### src/rtl/encode_pkg.sv
// Shared widths and result type for the 8-to-3 priority encoder.
// The core and the top both import this package.
package encode_pkg;

    localparam int IN_W  = 8;
    localparam int OUT_W = 3;

    typedef struct packed {
        logic [OUT_W-1:0] out;
        logic             valid;
        logic             multi;
    } enc_result_t;

endpackage

### src/rtl/prio_enc8_core.sv
// Combinational 8-to-3 priority encoder with one-hot violation (multi) detection.
// The selection direction is fixed at elaboration by PRIORITY_MSB.
module prio_enc8_core
    import encode_pkg::*;
#(
    parameter bit PRIORITY_MSB = 1'b1
) (
    input  logic [IN_W-1:0] in,
    output enc_result_t     res
);

    logic [3:0] set_cnt;

    // Ascending scan: for MSB priority every later hit overwrites the index,
    // for LSB priority only the first hit is kept.
    always_comb begin
        res     = '0;
        set_cnt = '0;
        for (int i = 0; i < IN_W; i++) begin
            if (in[i]) begin
                set_cnt = set_cnt + 4'd1;
                if (PRIORITY_MSB || !res.valid) begin
                    res.out = i[OUT_W-1:0];
                end
                res.valid = 1'b1;
            end
        end
        res.multi = (set_cnt >= 4'd2);
    end

endmodule

### src/rtl/encode_8x3.sv
// 8-to-3 priority encoder top: combinational core plus an optional output register.
// There is no handshake: every sampled input yields a result, nothing is dropped.
module encode_8x3
    import encode_pkg::*;
#(
    parameter bit PRIORITY_MSB = 1'b1,
    parameter bit REG_OUT      = 1'b1
) (
    input  logic             clk,
    input  logic             rst,
    input  logic [IN_W-1:0]  in,
    output logic [OUT_W-1:0] out,
    output logic             valid,
    output logic             multi
);

    enc_result_t core_res;
    enc_result_t out_res;

    prio_enc8_core #(
        .PRIORITY_MSB(PRIORITY_MSB)
    ) u_core (
        .in (in),
        .res(core_res)
    );

    generate
        if (REG_OUT) begin : g_reg
            enc_result_t res_q;

            // Reset wins over the sample on the same edge, dropping any pending result.
            always_ff @(posedge clk) begin
                if (rst) begin
                    res_q <= '0;
                end else begin
                    res_q <= core_res;
                end
            end

            assign out_res = res_q;
        end else begin : g_comb
            assign out_res = core_res;
        end
    endgenerate

    assign out   = out_res.out;
    assign valid = out_res.valid;
    assign multi = out_res.multi;

endmodule

### config.mk
export PLATFORM = sky130hd
export DESIGN_NAME = encode_8x3
export DESIGN_NICKNAME = d
export VERILOG_FILES = /design/src/rtl/encode_pkg.sv /design/src/rtl/prio_enc8_core.sv /design/src/rtl/encode_8x3.sv
export SDC_FILE = /design/constraint.sdc
export NUM_CORES = 1
export LEC_CHECK = 0
export CAP_MARGIN = 25
export CORE_MARGIN = 5
export CORE_UTILIZATION = 30
export DETAILED_ROUTE_END_ITERATION = 16
export SYNTH_ARGS = -nofsm -noshare
export SYNTH_HDL_FRONTEND = slang
export SYNTH_HIERARCHICAL = 1
export SYNTH_SLANG_ARGS = --single-unit
### constraint.sdc
create_clock -name clk -period 5.55 [get_ports clk]
set_input_delay 1.11 -clock clk [delete_from_list [all_inputs] [get_ports clk]]
set_output_delay 1.11 -clock clk [all_outputs]
set_load 0.005 [all_outputs]
==> metrics.md <==
| Metric | Value |
|---|---|
| Peak VDD IR | about 0.00011 V |
| EDFF count, synth | 0 |
| Final hold vios | 0 |
| Die span in x | ~60 microns |
| Starting DRT DRC Count | 13 |
| CTS max path bufs | 2 |
| Routed vias/inst | approximately 4.6 |
| CP Launch Point | in[1] |
| Syn nets | around 110 |
| Synth Instances | 86 |
| Die area | 3548 sq um |
| Layout area overhead | 25.30% |
| Ant. Diodes | 0 |
| Status | complete, no violations |
| Startpoint types | input pin |
| First-pass GRT wire length | around 2400 microns |
| Critical path endpoint category | flip-flop |
| Mean Syn Cell Area | about 8.6 sq um |
| Design area | about 920 sq um |
| CTS-repair resized insts | 0 |
| CTS root buf | clkbuf_4 |
| Max-slew violations | 0 |
| Fin Hold WS | about 1.5 ns |
| CORE AREA | around 2400 sq um |
| Starting Density | 0.3058 |
| Least-Margin Pin Slew | 0.5011 ns |
| Worst-path clk slew | 0.04 ns |
| RSZ-0062 raised after global routing | false |
| Number of global-route vias before repair | approximately 650 |
| Final wirelength | between 1000 and 1500 microns |
| Largest net degree at the start of global routing | 12 |
| # hold bufs at CTS | 0 |
| Max_slew headroom | 0.6630 |
| Share of cells above drive strength 1 | 0.09901 |
| Ys async rst share | 0 |
| DP Area | 897.1 sq um |
| Total track usage | 0.08771 |
| Max Freq | between 200 and 250 MHz |
| Max-cap violations | 0 |
| Clock Sinks | 5 |
| YS warnings | 6 |
| Total CTS buffers | 3 |
| CP arrival | 4.92 ns |
| # IOs | 15 |
| Min cycle time layout | approximately 4.8 ns |
| Setup Crit Path Kind | in -> reg |
| DRC Markers | 0 |
| GPL Wtd Cong | around 0.83 |
| Worst setup path end | multi |
| Via Count | 602 |
| Num rows | 18 |
| Yosys reg bits | 5 |
| Initial antenna violation count | 0 |
| Power per cell area | between 200 and 250 nW/um^2 |
| # fillers | between 200 and 250 |
| CP max FO | 7 |
| HP Class | in -> reg |
| Antenna Nets Post-Route | 0 |
| Die H | 59.57 microns |
| Post-Synthesis Cell Area | 737.0 sq um |
| Total gr overflow | 0 |
| Port bufs | 14 |
| Setup TNS | 0 ns |
| Ys flop type | dfxtp_1 |
| Final period util | 0.8632 |
| Critical Path RT | roughly 5.7 ns |
| Detail Placement HPWL | about 1200 microns |
| Routed WL per cell | 10.31 microns |
| Postcts setup bufs | 0 |
| H-tree lvl count | 1 |
| First-pass DRT Iterations | 4 |
| CTS tree | built |
| Register area share after synthesis | 0.1358 |
| Distinct cell type count after synthesis | 31 |
| Final number of setup-violating endpoints | 0 |
| Fin nets | 121 |
| Total leakage power | around 0.39 nW |
cell usage after synthesis, types with 2 or more instances:
cell,n,share of area
xnor2_1,6,0.071
nor4_1,2,0.017
and3_1,2,0.017
nand2_1,9,0.046
a21oi_1,3,0.020
nor2b_1,7,0.059
xnor2_4,2,0.075
xor2_1,4,0.048
inv_1,6,0.031
o21ai_0,4,0.027
buf_2,2,0.014
o31ai_1,3,0.031
dfxtp_1,5,0.14
nor2_1,6,0.031
ha_1,9,0.15
worst max-delay path: stages:
cell and delay [ns]:
clkdlybuf4s50_1 0.53, inv_1 0.08, ha_1 0.36, xor2_2 0.24, xnor2_4 0.34, inv_1 0.08, ha_1 0.35, xnor2_1 0.14
and3_1 0.19, a221oi_1 0.22, ha_1 0.28, nand2_1 0.08, o31ai_1 0.11, ha_1 0.33, o32ai_2 0.26, nand3b_1 0.09
nor2b_1 0.13
kinds of logic (layout without fill, tap and decap cells):
| logic type | Yosys count | in the layout | share of synthesized area |
|---|---|---|---|
| AND/OR/NAND/NOR | 33 | 33 | 0.2411 |
| XOR/XNOR | 15 | 15 | 0.2716 |
| AO/OA/AOI/OAI | 14 | 14 | 0.1307 |
| adder cells (fa/ha/maj) | 9 | 9 | 0.1528 |
| buffers and inverters | 9 | 24 | 0.05433 |
| flip-flops | 5 | 5 | 0.1358 |
| multiplexers | 1 | 1 | 0.01358 |
cell usage in the layout, fill, tap and decap left out, types with 2 or more instances in the layout:
cell and n:
nor2b_1 7, nor4_1 2, nand2_1 9, a21oi_1 3, xor2_1 4, o31ai_1 3, ha_1 9, dfxtp_1 5
clkbuf_4 3, clkdlybuf4s50_1 14, nor2_1 6, and3_1 2, o21ai_0 4, inv_1 6, xnor2_1 6, xnor2_4 2
stage by stage:
stage,worst slack (ns),util,std cells,total power (W)
6_report,0.7594,0.3832,131,0.0002281
5_1_grt,0.5452,0.3832,131,0.0002486
2_1_floorplan,1.315,-,86,0.0001545
3_3_place_gp,0.5519,0.3723,127,0.0001840
4_1_cts,0.7224,0.3832,131,0.0002316
3_5_place_dp,0.4747,0.3723,127,0.0001880
per-layer routing:
metal	vias to the layer above	global-route usage	wire length [microns]	part of all wire
li1	323	-	-	-
met1	269	0.08214	591	0.44
met2	10	0.1700	694	0.51
met3	0	0.02832	64	0.047
met4	0	0.03797	0	0
met5	-	0	0	0
registers in the layout, indices dropped and copies added, names as in the netlist:
name,count
out,3
multi,1
valid,1
worst min-delay path by stage:
| stage | from | depth (start not counted) | endpoint |
|---|---|---|---|
| final | rst | 2 | out[0] |
| after global routing | rst | 2 | out[2] |
| after CTS | rst | 2 | out[2] |
| after detailed placement | rst | 2 | out[2] |
| after global placement | rst | 2 | multi |
| after floorplan | rst | 1 | multi |
power by group:
| part | internal, W | switching [W] | leakage, nW |
|---|---|---|---|
| registers | 0.0000406 | 0.000000962 | 0.0421 |
| clock network | 0.0000271 | 0.0000142 | 0.0150 |
| logic | 0.0000765 | 0.0000687 | 0.333 |
| total | 0.000144 | 0.0000839 | 0.390 |
layout make-up:
type                       count  area (sq um)  area share
multi-input combinational     72         596.8      0.6463
timing repair buffer          14         140.1      0.1518
inverter                       6         22.52     0.02439
clock buffer                   4         26.28     0.02846
sequential                     5         100.1      0.1084
tap                           30         37.54     0.04065
Power figures use the tool's default switching activity.
